`config.mk`:
```
export PLATFORM = sky130hd
export DESIGN_NAME = mem_arbiter_flat
export DESIGN_NICKNAME = d
export VERILOG_FILES = /design/src/rtl/mem_arbiter_if.sv /design/src/rtl/mem_arbiter.sv /design/src/flat_wrapper.sv
export SDC_FILE = /design/constraint.sdc
export NUM_CORES = 1
export LEC_CHECK = 0
export CAP_MARGIN = 10
export CORE_MARGIN = 2
export CORE_UTILIZATION = 30
export DETAILED_ROUTE_END_ITERATION = 8
export GPL_ROUTABILITY_DRIVEN = 0
export PLACE_DENSITY = 0.77
export SYNTH_ARGS = -nofsm -noshare
export SYNTH_HDL_FRONTEND = slang
export SYNTH_SLANG_ARGS = --single-unit
```
`constraint.sdc`:
```
create_clock -name clk -period 1.4 [get_ports clk]
set_clock_uncertainty 0.15 [all_clocks]
set_input_delay 0.21 -clock clk [delete_from_list [all_inputs] [get_ports clk]]
set_output_delay 0.21 -clock clk [all_outputs]
set_load 0.005 [all_outputs]
```
`src/rtl/mem_arbiter_if.sv`:
```
// rtl/mem_arbiter_if.sv - Bus bundle shared by the fetch port, the data port and the memory
//   fetch port : if_req, if_addr -> if_gnt, if_valid, if_rdata
//   data port  : d_req, d_we, d_addr, d_wdata -> d_gnt, d_valid, d_rdata
//   memory     : mem_en, mem_we, mem_addr, mem_wdata -> mem_rdata
//   status     : busy
//   slave modport faces the arbiter, master modport faces requesters and memory

interface mem_arbiter_if #(
  parameter int AW = 10,
  parameter int DW = 32
);
  logic          if_req;
  logic [AW-1:0] if_addr;
  logic          if_gnt;
  logic          if_valid;
  logic [DW-1:0] if_rdata;

  logic          d_req;
  logic          d_we;
  logic [AW-1:0] d_addr;
  logic [DW-1:0] d_wdata;
  logic          d_gnt;
  logic          d_valid;
  logic [DW-1:0] d_rdata;

  logic          mem_en;
  logic          mem_we;
  logic [AW-1:0] mem_addr;
  logic [DW-1:0] mem_wdata;
  logic [DW-1:0] mem_rdata;

  logic          busy;

  modport slave (
    input  if_req, if_addr, d_req, d_we, d_addr, d_wdata, mem_rdata,
    output if_gnt, if_valid, if_rdata, d_gnt, d_valid, d_rdata,
           mem_en, mem_we, mem_addr, mem_wdata, busy
  );

  modport master (
    output if_req, if_addr, d_req, d_we, d_addr, d_wdata, mem_rdata,
    input  if_gnt, if_valid, if_rdata, d_gnt, d_valid, d_rdata,
           mem_en, mem_we, mem_addr, mem_wdata, busy
  );
endinterface

```
`src/rtl/mem_arbiter.sv`:
```
// rtl/mem_arbiter.sv - Round-robin arbiter giving a fetch port and a data port one shared memory
//   clk  : system clock, rising edge
//   rst  : asynchronous active-high reset
//   bus  : mem_arbiter_if.slave (fetch port, data port, memory port, busy)
// One access per three cycles: IDLE (arbitrate) -> ACCESS (memory strobe, gnt) -> RESP (valid).

module mem_arbiter #(
  parameter int AW = 10,
  parameter int DW = 32
) (
  input  logic          clk,
  input  logic          rst,
  mem_arbiter_if.slave  bus
);

  typedef enum logic [1:0] {
    IDLE   = 2'd0,
    ACCESS = 2'd1,
    RESP   = 2'd2
  } state_t;

  typedef enum logic {
    PORT_IF = 1'b0,
    PORT_D  = 1'b1
  } port_t;

  state_t        state, state_n;
  port_t         sel, sel_n;
  port_t         last, last_n;
  logic [AW-1:0] addr_q, addr_n;
  logic          we_q, we_n;
  logic [DW-1:0] wdata_q, wdata_n;

  logic in_access;
  logic in_resp;

  always_ff @(posedge clk or posedge rst) begin
    if (rst) begin
      state   <= IDLE;
      sel     <= PORT_IF;
      last    <= PORT_D;   // fetch wins the first tie after reset
      addr_q  <= '0;
      we_q    <= 1'b0;
      wdata_q <= '0;
    end else begin
      state   <= state_n;
      sel     <= sel_n;
      last    <= last_n;
      addr_q  <= addr_n;
      we_q    <= we_n;
      wdata_q <= wdata_n;
    end
  end

  // The winner's command is captured at arbitration so the memory bus during
  // ACCESS is driven from registers, not from the requester inputs.
  always_comb begin
    state_n = state;
    sel_n   = sel;
    last_n  = last;
    addr_n  = addr_q;
    we_n    = we_q;
    wdata_n = wdata_q;
    case (state)
      IDLE: begin
        if (bus.if_req || bus.d_req) begin
          state_n = ACCESS;
          if (bus.if_req && (!bus.d_req || last == PORT_D)) begin
            sel_n   = PORT_IF;
            last_n  = PORT_IF;
            addr_n  = bus.if_addr;
            we_n    = 1'b0;
            wdata_n = '0;
          end else begin
            sel_n   = PORT_D;
            last_n  = PORT_D;
            addr_n  = bus.d_addr;
            we_n    = bus.d_we;
            wdata_n = bus.d_wdata;
          end
        end
      end
      ACCESS:  state_n = RESP;
      RESP:    state_n = IDLE;   // never chain straight into another grant
      default: state_n = IDLE;
    endcase
  end

  assign in_access = (state == ACCESS);
  assign in_resp   = (state == RESP);

  assign bus.busy      = (state != IDLE);

  assign bus.mem_en    = in_access;
  assign bus.mem_we    = in_access & we_q;
  assign bus.mem_addr  = in_access ? addr_q  : '0;
  assign bus.mem_wdata = in_access ? wdata_q : '0;

  assign bus.if_gnt    = in_access & (sel == PORT_IF);
  assign bus.d_gnt     = in_access & (sel == PORT_D);

  assign bus.if_valid  = in_resp & (sel == PORT_IF);
  assign bus.d_valid   = in_resp & (sel == PORT_D);

  // mem_rdata comes from the memory's registered read port, so forwarding it
  // gated by RESP adds no path from a requester input to an output.
  assign bus.if_rdata  = (in_resp && sel == PORT_IF)          ? bus.mem_rdata : '0;
  assign bus.d_rdata   = (in_resp && sel == PORT_D && !we_q)  ? bus.mem_rdata : '0;

endmodule

```
`src/flat_wrapper.sv`:
```
// flat-port wrapper written by rule: the top's interface ports become plain ports
module mem_arbiter_flat 
#(
  parameter int AW = 10,
  parameter int DW = 32
)
  (clk, rst, bus_if_req, bus_if_addr, bus_d_req, bus_d_we, bus_d_addr, bus_d_wdata, bus_mem_rdata, bus_if_gnt, bus_if_valid, bus_if_rdata, bus_d_gnt, bus_d_valid, bus_d_rdata, bus_mem_en, bus_mem_we, bus_mem_addr, bus_mem_wdata, bus_busy);
  mem_arbiter_if #(.AW(AW), .DW(DW)) bus_i ();
  input  logic clk;
  input  logic rst;
  input wire logic [$bits(bus_i.if_req)-1:0] bus_if_req;
  input wire logic [$bits(bus_i.if_addr)-1:0] bus_if_addr;
  input wire logic [$bits(bus_i.d_req)-1:0] bus_d_req;
  input wire logic [$bits(bus_i.d_we)-1:0] bus_d_we;
  input wire logic [$bits(bus_i.d_addr)-1:0] bus_d_addr;
  input wire logic [$bits(bus_i.d_wdata)-1:0] bus_d_wdata;
  input wire logic [$bits(bus_i.mem_rdata)-1:0] bus_mem_rdata;
  output wire logic [$bits(bus_i.if_gnt)-1:0] bus_if_gnt;
  output wire logic [$bits(bus_i.if_valid)-1:0] bus_if_valid;
  output wire logic [$bits(bus_i.if_rdata)-1:0] bus_if_rdata;
  output wire logic [$bits(bus_i.d_gnt)-1:0] bus_d_gnt;
  output wire logic [$bits(bus_i.d_valid)-1:0] bus_d_valid;
  output wire logic [$bits(bus_i.d_rdata)-1:0] bus_d_rdata;
  output wire logic [$bits(bus_i.mem_en)-1:0] bus_mem_en;
  output wire logic [$bits(bus_i.mem_we)-1:0] bus_mem_we;
  output wire logic [$bits(bus_i.mem_addr)-1:0] bus_mem_addr;
  output wire logic [$bits(bus_i.mem_wdata)-1:0] bus_mem_wdata;
  output wire logic [$bits(bus_i.busy)-1:0] bus_busy;
  assign bus_i.if_req = bus_if_req;
  assign bus_i.if_addr = bus_if_addr;
  assign bus_i.d_req = bus_d_req;
  assign bus_i.d_we = bus_d_we;
  assign bus_i.d_addr = bus_d_addr;
  assign bus_i.d_wdata = bus_d_wdata;
  assign bus_i.mem_rdata = bus_mem_rdata;
  assign bus_if_gnt = bus_i.if_gnt;
  assign bus_if_valid = bus_i.if_valid;
  assign bus_if_rdata = bus_i.if_rdata;
  assign bus_d_gnt = bus_i.d_gnt;
  assign bus_d_valid = bus_i.d_valid;
  assign bus_d_rdata = bus_i.d_rdata;
  assign bus_mem_en = bus_i.mem_en;
  assign bus_mem_we = bus_i.mem_we;
  assign bus_mem_addr = bus_i.mem_addr;
  assign bus_mem_wdata = bus_i.mem_wdata;
  assign bus_busy = bus_i.busy;
  mem_arbiter #(.AW(AW), .DW(DW)) u_core (.clk(clk), .rst(rst), .bus(bus_i));
endmodule
```
==> results.txt <==
Status - finished, violations left
Failing checks - negative setup slack
CP cell instances - and3b_1 -> and2b_2 -> buf_12 -> buf_12 -> and2_1 -> buf_2
Max stage delay cell, worst path - dfrtp_1
Storage cell area - 0.00118 mm2
Post-synthesis sequential area ratio - 45.4%
Measured slew at the worst slew-check pin - 568 ps
Post-layout util - 72.1%
Mapped Area - 0.00259 mm2
Layout fillers - 589
Peak Freq - 496 MHz
Post-synth top area cell - dfrtp_1
Worst min path class - in -> async
Drt wl/cell - 17.6 um
Layout net count - 606
Cell count after synthesis - 272
Pin count of the biggest net entering global routing - 28
Worst hold slack - 167 ps
Die ar. - 0.00941 mm2
Final hold vios - 0
Worst-path clk slew - 90 ps
Via Count - 2,975
CP startpoint kind - register
Inst Count DP - 573
Initial DRC Count - 94
Setup CP Type - reg -> out
Crit end category - output port
Max-cap violations - 0
Final period utilization - 144%
Critical Path RT - 1040 ps
Min Tclk post-route - 2020 ps
Worst IR drop on VDD - 0.896 mV
Largest delay share family, worst path - simple AND/OR/NAND/NOR gates
ANT cells - 0
Power density cells - 1780 mW/mm2
CP most frequent cell - buf_12
Clock root buffer - clkbuf_8
Max-slew violations - 0
PnR worst setup slack - -617 ps
TritonRoute pass-1 iters - 4
CTS buffer count - 5
Global-route wire length before repair - 17.1 mm
Fin cells - 623
Clock Path Buffers - 2
Layout cell share with drive strength beyond 1 - 53.5%
Setup-failing EPs final - 158
Static Leakage - 2.84 nW
Area Growth Syn to Fin - 131%
CTS tree - yes
Ports - 202
Vias per cell - 4.78
Initial antenna violation count - 0
H-tree depth - 2
Chip height - 97.0 um
Clk_lat worst skew - 300 ps
Core ar. - 0.00830 mm2
Row cnt - 33
Total Routed Length - 11.0 mm
Unique masters post-synth - 23
Worst slack, placed - -595 ps
GRT Total Usage - 22.5%
Multi-input logic area - 0.00156 mm2
Die width - 97.0 um
Buf/Inv on CP - 3
Seq cells post-synth - 47
Total grt overflow - 0
Synth top area cells - dfrtp_1 (44%), and2_1 (26%), a22o_1 (11%), buf_2 (2.7%), a31oi_1 (2.4%)
Total power - 10.7 mW
CTS sink count - 47
Commonest cells after routing, fill and taps aside - buf_6 (107), clkdlybuf4s50_1 (88), and2_4 (84)
Critical path peak fanout - 8
Port buffer count - 201
CP arrival - 1660 ps
Synth Warn # - 0
Relative slew slack - 62.0%
Syn nets - 361
Vias in the first global route - 3,167
DR DRC count - 0
RSZ-0062 raised after global routing - true
Starting Density - 31.3%
Syn_area_per_cell - 9.54 um2
Hold buffers post-CTS - 0
CP peak stage delay - 410 ps
DP Wirelength - 6.78 mm
Commonest non-fill, non-tap cell in the layout - buf_6
Share of the synthesized area in the top cell type - 44.4%
Final ANT Viol Nets - 0
## metrics by stage
stage	setup TNS (ps)	instance area (um2)
detailed placement	-67350	4860
floorplan	-1470	2620
CTS	-71800	5690
global placement	-63430	4860
global route	-81550	5990
finish	-70600	5990
## synthesized netlist by cell type
library cell    n
nor2_2          1
dfrtp_1        46
o21ai_0        10
o21a_1          2
nand2b_1        1
nor3b_2         1
a31oi_1        10
inv_2           1
and2_1        108
nand2_1         2
buf_4           3
buf_2          14
clkbuf_1        7
nor2b_1         4
a22o_1         33
inv_1           3
and3b_1         1
dfstp_2         1
or2_1           1
and3_1          1
and2b_1         1
nand3_1        11
a21oi_1        10
## logic make-up after synthesis
| logic type | count (synthesis) | synth area share, % |
|---|---|---|
| AND/OR/NAND/NOR | 132 | 31.5 |
| AO/OA/AOI/OAI | 65 | 18.0 |
| flip-flops | 47 | 45.4 |
| buffers and inverters | 28 | 5.16 |
## timing repair
item / 4_1_cts / 5_1_grt
setup buffers: 25 / 2
gates cloned: 14 / 3
pin swaps: 84 / 14
setup endpoints to repair: 158 / 159
resized for setup: 616 / 61
endpoints found under the hold margin: 0 / 0
## state kept, by name (all words and copies together), names as in the netlist
register / flops
u_core.addr_q: 10
u_core.last: 1
u_core.sel: 1
u_core.state: 2
u_core.wdata_q: 32
u_core.we_q: 1
## metal layers
| layer | routed length (um) | vias to the layer above | GRT usage, % |
|---|---|---|---|
| met5 | 0 | - | 0 |
| met4 | 108 | 0 | 5.53 |
| met3 | 629 | 12 | 4.55 |
| met2 | 5660 | 120 | 38.5 |
| met1 | 4570 | 1419 | 29.3 |
| li1 | - | 1424 | - |
## where the power goes
part           switching [mW]  total (mW)  internal [mW]
Clock                   0.494        1.04          0.542
Sequential              0.395        2.46           2.06
Combinational            2.56        7.18           4.62
## worst paths after layout
path | startpoint | endpoint | slack (ps) | depth (start not counted)
setup / recovery | u_core.sel | bus_d_rdata[16] | -620 | 6
max in group asynchronous | rst | u_core.last | 720 | 3
setup reg to reg | u_core.state[1] | u_core.wdata_q[25] | -380 | 8
hold reg to reg | u_core.wdata_q[23] | u_core.wdata_q[23] | 360 | 1
min in group clk | bus_d_addr[9] | u_core.addr_q[9] | 330 | 3
hold / removal | rst | u_core.addr_q[9] | 170 | 3
## final cells by class
class,count,share of cell area [%]
clock inverters,3,0.794
inverters,4,0.397
clock buffers,5,1.15
flip-flops and latches,47,19.7
well taps,105,2.19
multi-input cells,197,26.0
repair buffers,262,49.8
## worst reg2reg max path, cell delays in order, from the launching register on
cell and delay (ps):
dfrtp_1 390, buf_4 150, buf_4 140, nor2_4 90
buf_6 130, and3_4 200, buf_6 100, bufbuf_16 240
a22o_1 130
No activity file was read; power rests on OpenSTA's default activity.
